==> src/rtl/lcd_timing_pkg.sv <==
// Shared timing constants, phase encoding and phase decode for the LCD timer.
package lcd_timing_pkg;

    localparam logic [2:0] PH_IDLE  = 3'd0;
    localparam logic [2:0] PH_SETUP = 3'd1;
    localparam logic [2:0] PH_PULSE = 3'd2;
    localparam logic [2:0] PH_HOLD  = 3'd3;
    localparam logic [2:0] PH_WAIT  = 3'd4;

    localparam int DEF_CNT_W  = 12;
    localparam int DEF_PERIOD = 2081;
    localparam int DEF_SETUP  = 2;
    localparam int DEF_PULSE  = 12;
    localparam int DEF_HOLD   = 2;

    typedef enum logic {
        ST_IDLE,
        ST_RUN
    } state_e;

    function automatic logic [2:0] phase_of(
        input int cnt,
        input int s,
        input int p,
        input int h
    );
        if (cnt < s)
            return PH_SETUP;
        else if (cnt < s + p)
            return PH_PULSE;
        else if (cnt < s + p + h)
            return PH_HOLD;
        return PH_WAIT;
    endfunction

endpackage

==> src/rtl/lcd_cycle_counter.sv <==
// Wrapping 0..PERIOD-1 counter with clear, enable and terminal flag.
module lcd_cycle_counter #(
    parameter int CNT_W  = 12,
    parameter int PERIOD = 2081
) (
    input  logic             clk,
    input  logic             reset,
    input  logic             clr_i,
    input  logic             en_i,
    output logic [CNT_W-1:0] cnt_o,
    output logic [CNT_W-1:0] nxt_o,
    output logic             term_o
);

    localparam logic [CNT_W-1:0] LAST = CNT_W'(PERIOD - 1);

    logic [CNT_W-1:0] cnt_q;
    logic [CNT_W-1:0] cnt_d;

    assign term_o = (cnt_q == LAST);

    always_comb begin
        cnt_d = cnt_q;
        if (clr_i)
            cnt_d = '0;
        else if (en_i)
            cnt_d = term_o ? '0 : cnt_q + CNT_W'(1);
    end

    always_ff @(posedge clk or posedge reset) begin
        if (reset)
            cnt_q <= '0;
        else
            cnt_q <= cnt_d;
    end

    assign cnt_o = cnt_q;
    // Next value lets the top register phase in step with the count.
    assign nxt_o = cnt_d;

endmodule

==> src/rtl/lcd_cycle_timer.sv <==
// LCD instruction-cycle sequencer: IDLE/RUN FSM, phase decode and E strobe.
module lcd_cycle_timer
    import lcd_timing_pkg::*;
#(
    parameter int CNT_W     = DEF_CNT_W,
    parameter int PERIOD    = DEF_PERIOD,
    parameter int SETUP_CYC = DEF_SETUP,
    parameter int PULSE_CYC = DEF_PULSE,
    parameter int HOLD_CYC  = DEF_HOLD
) (
    input  logic             clk,
    input  logic             reset,
    input  logic             enable,
    input  logic             start,
    input  logic             auto_repeat,
    input  logic             abort,
    output logic [CNT_W-1:0] clk_cnt,
    output logic [2:0]       phase,
    output logic             lcd_e,
    output logic             busy,
    output logic             done
);

    if (PERIOD > 2 ** CNT_W ||
        SETUP_CYC < 1 || PULSE_CYC < 1 || HOLD_CYC < 1 ||
        SETUP_CYC + PULSE_CYC + HOLD_CYC >= PERIOD) begin : g_bad_cfg
        $error("lcd_cycle_timer: illegal timing parameters");
    end

    state_e           state_q, state_d;
    logic [2:0]       phase_q, phase_d;
    logic             lcd_e_q, lcd_e_d;
    logic             busy_q,  busy_d;
    logic             done_q,  done_d;
    logic [CNT_W-1:0] cnt_nxt;
    logic             term;
    logic             run;

    assign run = (state_q == ST_RUN);

    lcd_cycle_counter #(
        .CNT_W  (CNT_W),
        .PERIOD (PERIOD)
    ) u_cnt (
        .clk    (clk),
        .reset  (reset),
        .clr_i  (abort | ~run),
        .en_i   (enable & run),
        .cnt_o  (clk_cnt),
        .nxt_o  (cnt_nxt),
        .term_o (term)
    );

    always_comb begin
        state_d = state_q;
        done_d  = 1'b0;
        unique case (state_q)
            ST_IDLE: begin
                if (!abort && enable && start)
                    state_d = ST_RUN;
            end
            ST_RUN: begin
                if (abort) begin
                    state_d = ST_IDLE;
                end else if (enable && term) begin
                    done_d = 1'b1;
                    if (!auto_repeat)
                        state_d = ST_IDLE;
                end
            end
        endcase
        busy_d  = (state_d == ST_RUN);
        phase_d = PH_IDLE;
        if (busy_d)
            phase_d = phase_of(int'(cnt_nxt),
                               SETUP_CYC, PULSE_CYC, HOLD_CYC);
        lcd_e_d = (phase_d == PH_PULSE);
    end

    always_ff @(posedge clk or posedge reset) begin
        if (reset) begin
            state_q <= ST_IDLE;
            phase_q <= PH_IDLE;
            lcd_e_q <= 1'b0;
            busy_q  <= 1'b0;
            done_q  <= 1'b0;
        end else begin
            state_q <= state_d;
            phase_q <= phase_d;
            lcd_e_q <= lcd_e_d;
            busy_q  <= busy_d;
            done_q  <= done_d;
        end
    end

    assign phase = phase_q;
    assign lcd_e = lcd_e_q;
    assign busy  = busy_q;
    assign done  = done_q;

endmodule

==> config.mk <==
export PLATFORM = sky130hd
export DESIGN_NAME = lcd_cycle_timer
export DESIGN_NICKNAME = d
export VERILOG_FILES = /design/src/rtl/lcd_timing_pkg.sv /design/src/rtl/lcd_cycle_counter.sv /design/src/rtl/lcd_cycle_timer.sv
export SDC_FILE = /design/constraint.sdc
export NUM_CORES = 1
export LEC_CHECK = 0
export CAP_MARGIN = 20
export CORE_MARGIN = 2
export CORE_UTILIZATION = 45
export DETAILED_ROUTE_END_ITERATION = 10
export HOLD_SLACK_MARGIN = 0.05
export PLACE_DENSITY = 0.71
export SKIP_CTS_REPAIR_TIMING = 1
export SLEW_MARGIN = 20
export SYNTH_ARGS = -nofsm -noshare
export SYNTH_HDL_FRONTEND = slang
export SYNTH_SLANG_ARGS = --single-unit
==> constraint.sdc <==
create_clock -name clk -period 6.2 [get_ports clk]
set_clock_uncertainty 0.15 [all_clocks]
set_input_delay 0.93 -clock clk [delete_from_list [all_inputs] [get_ports clk]]
set_output_delay 0.93 -clock clk [all_outputs]
set_load 0.01 [all_outputs]
; ---- Yosys cells after proc, flatten, opt, wreduce, memory -nomap -nowiden
; Cells that the tools add are included.
[word_totals]
memories = 0
ff_bits = 18
ram_bits = 0
in_bits = 6
word_cells = 38
latchBits = 0
romBits = 0
[op_classes]
muxes = 20
shifts = 0
n_bitwise = 3
n_lt_le_gt_ge = 3
n_eq_ne = 2
addsub = 1
n_mul = 0
n_reduce_logical = 4
n_div = 0
[op_table]
columns = operator, n
row1 = 2-to-1 mux 12 bit, 3
row2 = 2-to-1 mux 3 bit, 5
row3 = adder 12 x 1 -> 12 bit (second input constant), 1
row4 = equality test 12 bit (second input constant), 1
row5 = < comparator 12 x 2 -> 1 bit (second input constant), 1
row6 = < comparator 12 x 4 -> 1 bit (second input constant), 1
row7 = < comparator 12 x 5 -> 1 bit (second input constant), 1
row8 = 2-to-1 mux 1 bit, 11
row9 = equality test 3 x 2 -> 1 bit (second input constant), 1
row10 = logical AND 1 bit, 3
row11 = one-hot mux 1 bit (2 select lines), 1
row12 = bitwise AND 1 bit, 1
row13 = zero test 1 bit, 1
row14 = inverter 1 bit, 1
row15 = OR 1 bit, 1

; ---- Depth between registers and ports, before layout
[depth]
depth_word = 12
mapped_depth = 7
depth_no_buf = 7

; ---- Hierarchy
; A second synthesis with hierarchy kept.
[unflattened]
hier_cells = 91
hier_area_um2 = 925.9
[modules_own_cells]
columns = module, n_inst, cells_each, seq_area_each_um2, area_per_inst_um2
row1 = lcd_cycle_counter, 1, 66, 300.3, 640.6
row2 = lcd_cycle_timer, 1, 25, 150.1, 285.3

; ---- Least setup slack after synthesis
; No wires, ideal clock.
[synth_path]
path_type = input to register
from = input port enable
to = register phase_q[0], in the netlist phase[0]
slack_ns = 3.781
n_path_buf = 1
arrival_ns = 2.182
setup_time_ns = 0.087
stages = 6
path_cell_list = buf_6 -> and4_2 -> or3_1 -> a211oi_2 -> o221ai_2 -> a211oi_2
[synth_between]
elab_chain_len = 10
word_cells_on_any_way = 21
classes_between = order compare: 3 / mux: 14 / bitwise: 1 / reduce/logical: 3
[synth_rtl]
columns = element, line
row1 = "start, declared", lcd_cycle_timer.sv:13  ; input logic enable,
row2 = bitwise AND 1 bit, lcd_cycle_timer.sv:48  ; .en_i (enable & run),
row3 = 2-to-1 mux 12 bit, lcd_cycle_counter.sv:26  ; else if (en_i)
row4 = 2-to-1 mux 12 bit, lcd_cycle_counter.sv:24  ; if (clr_i)
row5 = < comparator 12 x 5 -> 1 bit, lcd_timing_pkg.sv:31  ; else if (cnt < s + p + h)
row6 = 2-to-1 mux 1 bit, lcd_timing_pkg.sv:31
row7 = 2-to-1 mux 1 bit, lcd_timing_pkg.sv:29  ; else if (cnt < s + p)
row8 = 2-to-1 mux 1 bit, lcd_timing_pkg.sv:27  ; if (cnt < s)
row9 = 2-to-1 mux 1 bit, lcd_cycle_timer.sv:74  ; if (busy_d)
row10 = 2-to-1 mux 3 bit, lcd_timing_pkg.sv:33  ; return PH_WAIT;
row11 = 2-to-1 mux 3 bit *, lcd_cycle_timer.sv:74
row12 = named net phase_d[0], lcd_cycle_timer.sv:31  ; logic [2:0] phase_q, phase_d;
row13 = "end signal, assigned", lcd_cycle_timer.sv:89  ; phase_q <= phase_d;
row14 = "end, declared", lcd_cycle_timer.sv:31
; Mark *: on every way through the listed nets, which the timed path passes. The rest lies on a longest branch. The select of a mux whose other input is x is not followed.

; ---- Worst setup path in the final report
; Same ends and word-level chain as after synthesis.

==> run summary <==
Status: complete, no violations
Standard-cell rows: 17
Grt peak-use layer: met2
I/O pin cnt: 24
Unrepaired setup endpoints after global routing: no
Class of the most critical setup path: primary input to register
Max clock buf depth: 2
Seq/Total Area, Yosys: 41.14%
Crit path capture: phase[0]$_DFF_PP0_
Grt total ovfl: 0
CTS Sinks: 18
WP data required: 6270 ps
Initial core utilization: 48.56%
Post-synthesis instance total: 110
Critical path peak fanout: 8
Largest net degree at the start of global routing: 19
Final hold viol count: 0
Sum of negative setup slack: 0 ps
Post-DP HPWL: 1701 um
Number of DRC markers after the initial detailed-route iteration: 30
YS warnings: 0
Worst path depth: 6
Die Y: 53.33 um
Dpl ws: 3163 ps
Vias per inst: 5.538
CP Capture Type: register
Post-DR wirelength/cell: 14.24 um
DIE AREA: 2844 um2
Non-filler cells, final: 160
Synth unique cells: 39
Delay-heaviest family, CP: compound AO/OA/AOI/OAI gates
Minimum clock period: 2799 ps
Post-DP Area: 1311 um2
Area leader, netlist: dfrtp_1
Setup WS post-layout: 3401 ps
CP Buf/Inv Count: 1
Via count: 886
Max incr delay on CP: 560 ps
Inst Count DP: 156
Leak: 0.0005360 uW
GRT Resource Usage Total: 19.20%
Final Cycle Share: 45.15%
Max VDD drop: 0.1446 mV
Residual DRC count: 0
CTS clk-pin slew, worst paths: 110 ps
Die X: 53.33 um
Largest cells by area after synthesis: dfrtp_1 41%, xnor2_1 5.6%, nor2_1 5.5%, buf_6 4.1%, nor3_1 2.7%
Clk_lat worst skew: 300 ps
RD Place Congestion: 0.8518
Met2 Usage GRT: 31.28%
CTS Buf Count: 3
Most frequent cells in the layout: 23 x clkdlybuf4s50_1, 18 x dfrtp_1, 16 x nor2_1
Core Region: 2255 um2
Yosys top cell area share: 41.14%
Final core utilization: 59.77%
H-tree depth: 1
Final nets: 141
Critical path cell sequence: clkdlybuf4s50_1, and4_2, a2111oi_0, a211o_2, o221ai_2, a211oi_2
Slew headroom: 54.59%
Mean Syn Cell Area: 9.953 um2
Syn Nets: 118
Finished Cell Area: 1348 um2
R2R Setup Slk: 4030 ps
Port bufs: 23
Share of layout cells above drive strength 1: 11.36%
Drt total wl: 2279 um
Area growth, synth to finish: 23.09%
Post-route ant nets: 0
CTS tree: yes
Reg2reg end: phase[0]$_DFF_PP0_
Min-delay worst type: register to register
Worst Setup SP: enable
Count of final setup violators: 0
Worst R2R Path Depth: 6
Vias in the first global route: 865
Met3 usage: 3.390%
CP arrival: 2870 ps
DRT Pass-1 Iters: 5
Ant diodes: 0
Max Cap Viol: 0
Final-report max-slew violation count: 0
Reg2reg start: u_cnt.cnt_o[1]$_DFF_PP0_
Antenna violations before repair: 0
P per Cell Area: 160.1 nW/um2
Most common cell after layout, fill and taps aside: clkdlybuf4s50_1
First-pass GRT wire length: 3939 um
Cell at the slowest stage of the critical path: clkdlybuf4s50_1
Slew @ Worst Pin: 680.4 ps
GR Util met1: 24.73%
CTS Root Cell: clkbuf_4
Mapped Area: 1095 um2
Startpoint types: primary input
FF+latch count, synth: 18
Max Freq: 357.3 MHz
[flip-flops by register name, indices dropped and copies added, names as in the netlist]
name         count
u_cnt.cnt_o     12
phase            3
busy             1
done             1
lcd_e            1
[routing by layer]
metal	part of all wire, %	vias up
met5	0	-
met4	1.7	0
met3	4.7	5
met2	48	23
met1	46	429
li1	-	429
[power by group]
group | leakage (uW) | internal (uW) | switching, uW | total [uW]
combinational | 0.000266 | 9.59 | 10.4 | 20.0
sequential | 0.000249 | 119 | 3.23 | 123
clock | 0.0000210 | 35.8 | 37.4 | 73.2
[how the worst min path moves through the flow]
| stage | start | to | slack, ps | depth (start not counted) |
|---|---|---|---|---|
| 2_1_floorplan | u_cnt.cnt_o[7]$_DFF_PP0_ | u_cnt.cnt_o[7]$_DFF_PP0_ | 480 | 2 |
| 3_3_place_gp | u_cnt.cnt_o[7]$_DFF_PP0_ | u_cnt.cnt_o[7]$_DFF_PP0_ | 450 | 2 |
| 3_5_place_dp | u_cnt.cnt_o[7]$_DFF_PP0_ | u_cnt.cnt_o[7]$_DFF_PP0_ | 460 | 2 |
| 4_1_cts | u_cnt.cnt_o[7]$_DFF_PP0_ | u_cnt.cnt_o[7]$_DFF_PP0_ | 480 | 2 |
| 5_1_grt | u_cnt.cnt_o[7]$_DFF_PP0_ | u_cnt.cnt_o[7]$_DFF_PP0_ | 540 | 2 |
| 6_report | u_cnt.cnt_o[7]$_DFF_PP0_ | u_cnt.cnt_o[7]$_DFF_PP0_ | 470 | 2 |
[final cells by class]
cell class / instances / area, um2
Clock buffer: 4 / 36.28
Fill cell: 215 / 907.1
Inverter: 6 / 22.52
Multi-Input combinational cell: 81 / 573.1
Sequential cell: 18 / 450.4
Tap cell: 28 / 35.03
Timing Repair Buffer: 23 / 230.2
[synthesized netlist by cell type]
cell type and instances:
dfrtp_1 18, nor2_1 16, nand2_1 7, xnor2_1 7, inv_1 6, nor3_1 6
buf_6 4, nor3b_1 3, nor4_1 3, xor2_1 3, a211oi_2 2, a21boi_0 2
and3b_1 2, ha_1 2, nand3_1 2, nand4_1 2, nand4_2 2, o21ai_0 2
a2111oi_0 1, a211o_2 1, a21oi_1 1, and2_1 1, and3_1 1, and4_2 1
and4b_1 1, clkbuf_1 1, mux2i_1 1, nand3_2 1, nand3b_1 1, nor2b_1 1
nor4_4 1, nor4b_1 1, o21a_1 1, o221ai_2 1, o311a_1 1, or2_1 1
or2_2 1, or3_1 1, xor2_2 1
[logic make-up after synthesis]
logic type | synth area share [%]
XOR/XNOR | 9.487
multiplexers | 0.9143
buffers and inverters | 6.514
flip-flops | 41.14
adder cells (fa/ha/maj) | 2.285
AO/OA/AOI/OAI | 9.713
AND/OR/NAND/NOR | 29.95
[worst min-delay path, delay by kind of cell (launching register included)]
family	cells	cell delay, ps
simple gates	1	40
xor+xnor	1	130
flops	1	430
[through the flow]
step | power [uW] | hold WS (ps)
after global routing | 225.3 | 541.8
after detailed placement | 144.9 | 464.0
final | 215.7 | 469.8
after floorplan | 137.7 | 476.8
after global placement | 144.5 | 450.9
after CTS | 218.6 | 480.2
Note: power is estimated with default switching activity, not from simulation.
